**src/rtl/sync_fifo_pkg.sv**
```systemverilog
// Shared definitions for the single-clock level FIFO.
// Holds the pointer/count width helper and the bit positions of the
// status vector that CSR readback exposes.
package sync_fifo_pkg;

  localparam int FLAG_FULL    = 0;
  localparam int FLAG_EMPTY   = 1;
  localparam int FLAG_AFULL   = 2;
  localparam int FLAG_AEMPTY  = 3;
  localparam int FLAG_OVF     = 4;
  localparam int FLAG_UDF     = 5;
  localparam int STATUS_W     = 6;

  // Pointers carry one extra bit so that full and empty are distinguishable.
  function automatic int ptr_width(input int ptr_size);
    return ptr_size + 1;
  endfunction

endpackage

```
**src/rtl/fifo_ram_1clk.sv**
```systemverilog
// Simple dual-port RAM: one write port, one registered read port.
// Contents are never cleared; only the read register is reset.
// A same-address read and write in one cycle returns the old word.
module fifo_ram_1clk #(
  parameter int fifo_data_size = 8,
  parameter int fifo_ptr_size  = 8
) (
  input  logic                      clk,
  input  logic                      reset,
  input  logic                      wr_en,
  input  logic [fifo_ptr_size-1:0]  wr_addr,
  input  logic [fifo_data_size-1:0] wr_data,
  input  logic                      rd_en,
  input  logic [fifo_ptr_size-1:0]  rd_addr,
  output logic [fifo_data_size-1:0] rd_data
);

  localparam int DEPTH = 2 ** fifo_ptr_size;

  logic [fifo_data_size-1:0] mem [DEPTH];

  // Storage array write port.
  always_ff @(posedge clk) begin
    if (wr_en) mem[wr_addr] <= wr_data;
  end

  // Registered read port, cleared on reset so the output starts at zero.
  always_ff @(posedge clk) begin
    if (reset) rd_data <= '0;
    else if (rd_en) rd_data <= mem[rd_addr];
  end

endmodule

```
**src/rtl/sync_fifo_level.sv**
```systemverilog
// Single-clock FIFO with occupancy count, almost-full/almost-empty
// thresholds and sticky overflow/underflow flags.
// Build option: define SYNC_FIFO_FWFT_EN for first-word-fall-through
// output; otherwise rd_data is a registered read strobed by rd_data_valid.
module sync_fifo_level
  import sync_fifo_pkg::*;
#(
  parameter int fifo_data_size = 8,
  parameter int fifo_ptr_size  = 8
) (
  input  logic                      clk,
  input  logic                      reset,
  input  logic                      wr_valid,
  input  logic [fifo_data_size-1:0] wr_data,
  input  logic                      rd_valid,
  output logic [fifo_data_size-1:0] rd_data,
  output logic                      rd_data_valid,
  input  logic [fifo_ptr_size:0]    af_level,
  input  logic [fifo_ptr_size:0]    ae_level,
  output logic [fifo_ptr_size:0]    fifo_count,
  output logic                      fifo_full,
  output logic                      fifo_empty,
  output logic                      fifo_almost_full,
  output logic                      fifo_almost_empty,
  output logic                      overflow,
  output logic                      underflow,
  input  logic                      clr_err
);

  localparam int CW = ptr_width(fifo_ptr_size);
  localparam int AW = fifo_ptr_size;
  localparam logic [CW-1:0] DEPTH = {1'b1, {AW{1'b0}}};

  logic [CW-1:0]       wr_ptr, rd_ptr;
  logic [CW-1:0]       wr_ptr_nxt, rd_ptr_nxt, count_nxt;
  logic                wr_acc, rd_acc, ovf_set, udf_set;
  logic [STATUS_W-1:0] status;

  logic                      ram_rd_en;
  logic [AW-1:0]             ram_rd_addr;
  logic [fifo_data_size-1:0] ram_q;

  // Accept decisions and next pointers; a write may enter a full FIFO
  // only when a read frees a slot in the same cycle.
  always_comb begin
    rd_acc     = rd_valid && !status[FLAG_EMPTY];
    wr_acc     = wr_valid && (!status[FLAG_FULL] || rd_acc);
    ovf_set    = wr_valid && !wr_acc;
    udf_set    = rd_valid && status[FLAG_EMPTY];
    wr_ptr_nxt = wr_ptr + {{AW{1'b0}}, wr_acc};
    rd_ptr_nxt = rd_ptr + {{AW{1'b0}}, rd_acc};
    count_nxt  = wr_ptr_nxt - rd_ptr_nxt;
  end

  // Read and write pointers, modulo 2**(AW+1).
  always_ff @(posedge clk) begin
    if (reset) begin
      wr_ptr <= '0;
      rd_ptr <= '0;
    end else begin
      wr_ptr <= wr_ptr_nxt;
      rd_ptr <= rd_ptr_nxt;
    end
  end

  assign fifo_count = wr_ptr - rd_ptr;

  // Status flags registered from the post-edge count; clr_err beats a
  // same-cycle error so software never misses its own clear.
  always_ff @(posedge clk) begin
    if (reset) begin
      status              <= '0;
      status[FLAG_EMPTY]  <= 1'b1;
      status[FLAG_AEMPTY] <= 1'b1;
    end else begin
      status[FLAG_FULL]   <= (count_nxt == DEPTH);
      status[FLAG_EMPTY]  <= (count_nxt == '0);
      status[FLAG_AFULL]  <= (count_nxt >= af_level);
      status[FLAG_AEMPTY] <= (count_nxt <= ae_level);
      status[FLAG_OVF]    <= clr_err ? 1'b0 : (status[FLAG_OVF] | ovf_set);
      status[FLAG_UDF]    <= clr_err ? 1'b0 : (status[FLAG_UDF] | udf_set);
    end
  end

  assign fifo_full         = status[FLAG_FULL];
  assign fifo_empty        = status[FLAG_EMPTY];
  assign fifo_almost_full  = status[FLAG_AFULL];
  assign fifo_almost_empty = status[FLAG_AEMPTY];
  assign overflow          = status[FLAG_OVF];
  assign underflow         = status[FLAG_UDF];

  fifo_ram_1clk #(
    .fifo_data_size (fifo_data_size),
    .fifo_ptr_size  (fifo_ptr_size)
  ) u_ram (
    .clk     (clk),
    .reset   (reset),
    .wr_en   (wr_acc),
    .wr_addr (wr_ptr[AW-1:0]),
    .wr_data (wr_data),
    .rd_en   (ram_rd_en),
    .rd_addr (ram_rd_addr),
    .rd_data (ram_q)
  );

`ifdef SYNC_FIFO_FWFT_EN
  // The RAM prefetches the head that will be current after this edge.
  // When that head is being written this same cycle the RAM still holds
  // the stale word, so the write data is forwarded instead.
  logic                      byp;
  logic [fifo_data_size-1:0] byp_data;

  assign ram_rd_en   = 1'b1;
  assign ram_rd_addr = rd_ptr_nxt[AW-1:0];

  // Forwarding register for a head word written in the same cycle.
  always_ff @(posedge clk) begin
    if (reset) begin
      byp      <= 1'b0;
      byp_data <= '0;
    end else begin
      byp      <= wr_acc && (wr_ptr[AW-1:0] == rd_ptr_nxt[AW-1:0]);
      byp_data <= wr_data;
    end
  end

  assign rd_data       = byp ? byp_data : ram_q;
  assign rd_data_valid = 1'b0;
`else
  logic rd_vld_q;

  assign ram_rd_en   = rd_acc;
  assign ram_rd_addr = rd_ptr[AW-1:0];

  // One-cycle strobe marking a freshly popped word on rd_data.
  always_ff @(posedge clk) begin
    if (reset) rd_vld_q <= 1'b0;
    else rd_vld_q <= rd_acc;
  end

  assign rd_data       = ram_q;
  assign rd_data_valid = rd_vld_q;
`endif

endmodule

```
**config.mk**
```make
export PLATFORM = sky130hd
export DESIGN_NAME = sync_fifo_level
export DESIGN_NICKNAME = d
export VERILOG_FILES = /design/src/rtl/sync_fifo_pkg.sv /design/src/rtl/fifo_ram_1clk.sv /design/src/rtl/sync_fifo_level.sv
export SDC_FILE = /design/constraint.sdc
export NUM_CORES = 2
export LEC_CHECK = 0
export ABC_CLOCK_PERIOD_IN_PS = 5000
export BUFFER_PORTS_ARGS = -buffer_cell sky130_fd_sc_hd__buf_2
export CORE_ASPECT_RATIO = 1.75
export CORE_MARGIN = 4
export CORE_UTILIZATION = 63
export DETAILED_ROUTE_END_ITERATION = 8
export GPL_ROUTABILITY_DRIVEN = 0
export PLACE_DENSITY = 0.79
export REMOVE_ABC_BUFFERS = 1
export SLEW_MARGIN = 20
export SYNTH_ARGS = -nofsm -noshare
export SYNTH_HDL_FRONTEND = slang
export SYNTH_SLANG_ARGS = --single-unit
```
**constraint.sdc**
```tcl
create_clock -name clk -period 5 [get_ports clk]
set_input_delay 0.25 -clock clk [delete_from_list [all_inputs] [get_ports clk]]
set_output_delay 0.25 -clock clk [all_outputs]
set_load 0.01 [all_outputs]
```
==> impl_metrics.json <==
{
  "status": "finished, final reports clean",
  "synth_most_common_cell": "edfxtp_1",
  "yosysSeqAreaShare_pct": 76.0,
  "irDropWorstVdd_mv": 0.380,
  "rows": 174,
  "wl_per_cell_um": 37.3,
  "synth_top_family_by_area": "multiplexers",
  "ys_ff_latch": 2081,
  "drt_iter0_drc": 6202,
  "crit_family": "buffers and inverters",
  "rsz0062_at_grt": "no",
  "dr.pass1.iters": 8,
  "crit_path_end_kind": "flop",
  "clock_sinks": 2081,
  "cts_tree": "built",
  "syn_area_mm2": 0.0818,
  "nets": 3992,
  "num_io_pins": 55,
  "ant_nets": 0,
  "dieHeight_um": 485,
  "grt_pass1_wl_mm": 308,
  "drt_wl_total_mm": 214,
  "worst_path_largest_cell_delay_ns": 0.55,
  "postSynthCellCount": 3817,
  "crit_buf_inv": 7,
  "synth.mux.area_fraction_pct": 16.7,
  "grt.overflow.total": 0,
  "synth_fa_ha_area_share_pct": 0.630,
  "fmax_mhz": 216,
  "vias": 41300,
  "crit_path_start_kind": "flop",
  "fin_skew_ns": 0.0228,
  "worstSkewPairLatency_ns": 0.81,
  "synth_top_area_share_pct": 75.2,
  "synthTopCellsByArea": "edfxtp_1, mux4_2, nor2_1",
  "root_buffer": "clkbuf_16",
  "die_w_um": 280,
  "fin_crit_sh_pct": 92.7,
  "avgSynthCellArea_um2": 21.4,
  "htreeDepth": 4,
  "maxCapViolCount": 0,
  "fin_crit_ns": 4.64,
  "total_power_w": 0.0348,
  "antenna_found_initial": 12,
  "required_ns": 5.75,
  "path_max_fanout": 12,
  "cts.reportedPaths.clkPinSlew_ns": 0.07,
  "max_slew.worst_pin.slew_ns": 1.26,
  "yosysUniqueCellTypes": 64,
  "intPower_w": 0.0273,
  "coreArea_mm2": 0.129,
  "cts_setup_buffers": 0,
  "io_buffers": 54,
  "ys.flop_type": "edfxtp_1",
  "drive_above_1_share_pct": 23.8,
  "synthSimpleGateAreaFrac_pct": 2.72,
  "finalHoldViolations": 0,
  "power_frac_comb_pct": 7.1,
  "p_leak_nw": 27.2,
  "critPathKind": "reg2reg",
  "path_cells": "nand2b_1 -> buf_4 -> inv_1 -> buf_4 -> ha_1 -> ha_1 -> inv_1 -> fa_1 -> nand2_1 -> nand2_1 -> a21oi_1 -> o21bai_1 -> a21oi_1 -> o21ai_0 -> xnor2_1 -> inv_1 -> ha_1 -> nor2_1 -> dlygate4sd3_1 -> a21o_1 -> dlygate4sd3_1",
  "syn2layout_area_growth_pct": 9.25,
  "cts_max_path_buffers": 3,
  "yosysTopAreaCell": "edfxtp_1",
  "initial_core_util_pct": 63.5,
  "fillCellCount": 7212,
  "critPathArrivalTime_ns": 5.39,
  "synth_compound_area_share_pct": 1.84,
  "yosysWarnings": 0,
  "critPathSlowestCell": "dlygate4sd3_1",
  "hpwl_mm": 125,
  "ys_top_cells_by_count": "edfxtp_1, mux4_2, nor2_1",
  "synthArstFlopShare_pct": 0,
  "numCtsBuffers": 165,
  "dieArea_mm2": 0.136,
  "p_switching_w": 0.00742,
  "grt_use_total_pct": 32.1,
  "grt_pass1_vias": 42200,
  "sw_frac_of_total_pct": 21.3,
  "viasPerCell": 7.21,
  "slew_headroom_pct": 15.8,
  "synth-edff-count": 2048,
  "drv_slew": 0,
  "setup_viol": 0,
  "power.share.clock_pct": 37.7,
  "min_path_type": "in2reg",
  "fin_util_pct": 69.4,
  "pwr-share-seq_pct": 55.2,
  "pwr_density_cell_mw_per_mm2": 389,
  "synth-xor-area-share_pct": 0.300,
  "drc": 0,
  "grt_max_degree": 143
}
[metal layers]
metal  global-route usage [%]  up-vias  wire [um]  share of wire, %
li1                         -    16000          -                 -
met1                     39.1    21300      66300                31
met2                     52.1     3238     107000                50
met3                     7.74      787      23200                11
met4                     20.7        8      17500               8.2
met5                        0        -         68             0.032
[cell families (layout without fill, tap and decap cells)]
group / after synthesis / count (layout)
AO/OA/AOI/OAI: 220 / 220
XOR/XNOR: 28 / 28
adder cells (fa/ha/maj): 40 / 40
buffers and inverters: 256 / 490
flip-flops: 2081 / 2081
multiplexers: 659 / 659
other: 0 / 9
AND/OR/NAND/NOR: 533 / 533
[worst register-to-register path, stage by stage (launching register included)]
cell,delay [ns]
dfxtp_1,0.34
nand2b_1,0.11
buf_4,0.19
inv_1,0.06
buf_4,0.19
ha_1,0.23
ha_1,0.29
inv_1,0.08
fa_1,0.46
nand2_1,0.08
nand2_1,0.06
a21oi_1,0.22
o21bai_1,0.09
a21oi_1,0.22
o21ai_0,0.14
xnor2_1,0.24
inv_1,0.10
ha_1,0.20
nor2_1,0.09
dlygate4sd3_1,0.55
a21o_1,0.11
dlygate4sd3_1,0.53
[flip-flops by register name, summed over array words and instances (netlist names)]
| register | count |
|---|---|
| u_ram.mem | 2048 |
| wr_ptr | 9 |
| status | 6 |
| rd_ptr | 9 |
| u_ram.rd_data | 8 |
| rd_data_valid | 1 |
[area by class of cell]
class                   instances  area (um2)  area share, %
flip-flops and latches       2081       62200           69.6
multi-input cells            1480       18200           20.4
clock buffers                 207        4450           4.99
well taps                    1672        2090           2.34
repair buffers                156        1350           1.51
clock inverters                90         877          0.982
inverters                      37         146          0.164
diodes                          9        22.5         0.0252
[power groups by stage]
stage / clock, W / sequential, W / combinational [W]
global placement: 0 / 0.0196 / 0.00236
detailed placement: 0 / 0.0196 / 0.00241
floorplan: 0 / 0.0199 / 0.00254
finish: 0.0131 / 0.0192 / 0.00246
CTS: 0.0132 / 0.0192 / 0.00244
global route: 0.0139 / 0.0192 / 0.00259
[metrics by stage]
step           hold WS (ns)  setup TNS, ns  instance area, um2  cells  setup WS [ns]
5_1_grt              0.0712              0               89300   5725        0.00631
2_1_floorplan         0.317        -566.90               80500   3598         -20.43
3_5_place_dp          0.449              0               83800   5415          0.876
4_1_cts              0.0518              0               89300   5721         0.0551
3_3_place_gp          0.444              0               83800   5415          0.827
6_report            0.00561              0               89300   5732          0.364
[final timing paths]
path	from	end	slack, ns	cells past startpoint
max	status[1]	status[3]	0.36	21
min	wr_data[1]	u_ram.mem[126][1]	0.006	1
max reg2reg	status[1]	status[3]	0.36	21
min reg2reg	status[5]	status[5]	0.53	2
[layout by cell type (no fill, tap or decap), types with 19 or more instances in the layout]
cell / synthesis / layout
edfxtp_1: 2048 / 2048
mux4_2: 567 / 567
nor2_1: 318 / 317
clkbuf_16: 0 / 170
nand2_1: 114 / 114
mux2i_1: 89 / 89
buf_4: 31 / 75
a21oi_1: 51 / 51
buf_2: 46 / 46
ha_1: 38 / 38
clkinv_1: 1 / 36
inv_1: 36 / 34
clkbuf_1: 90 / 31
o21ai_0: 26 / 26
dfxtp_1: 33 / 26
nand3_1: 25 / 25
nor2b_1: 25 / 24
clkinv_2: 0 / 22
xnor2_1: 21 / 21
a22oi_1: 19 / 19
[repair_timing]
item	4_1_cts	5_1_grt
endpoints found under the setup margin	0	2
hold endpoints to repair	17	3
hold buffers	9	1
gates resized for setup	0	3
Note: power is estimated with default switching activity, not from simulation.
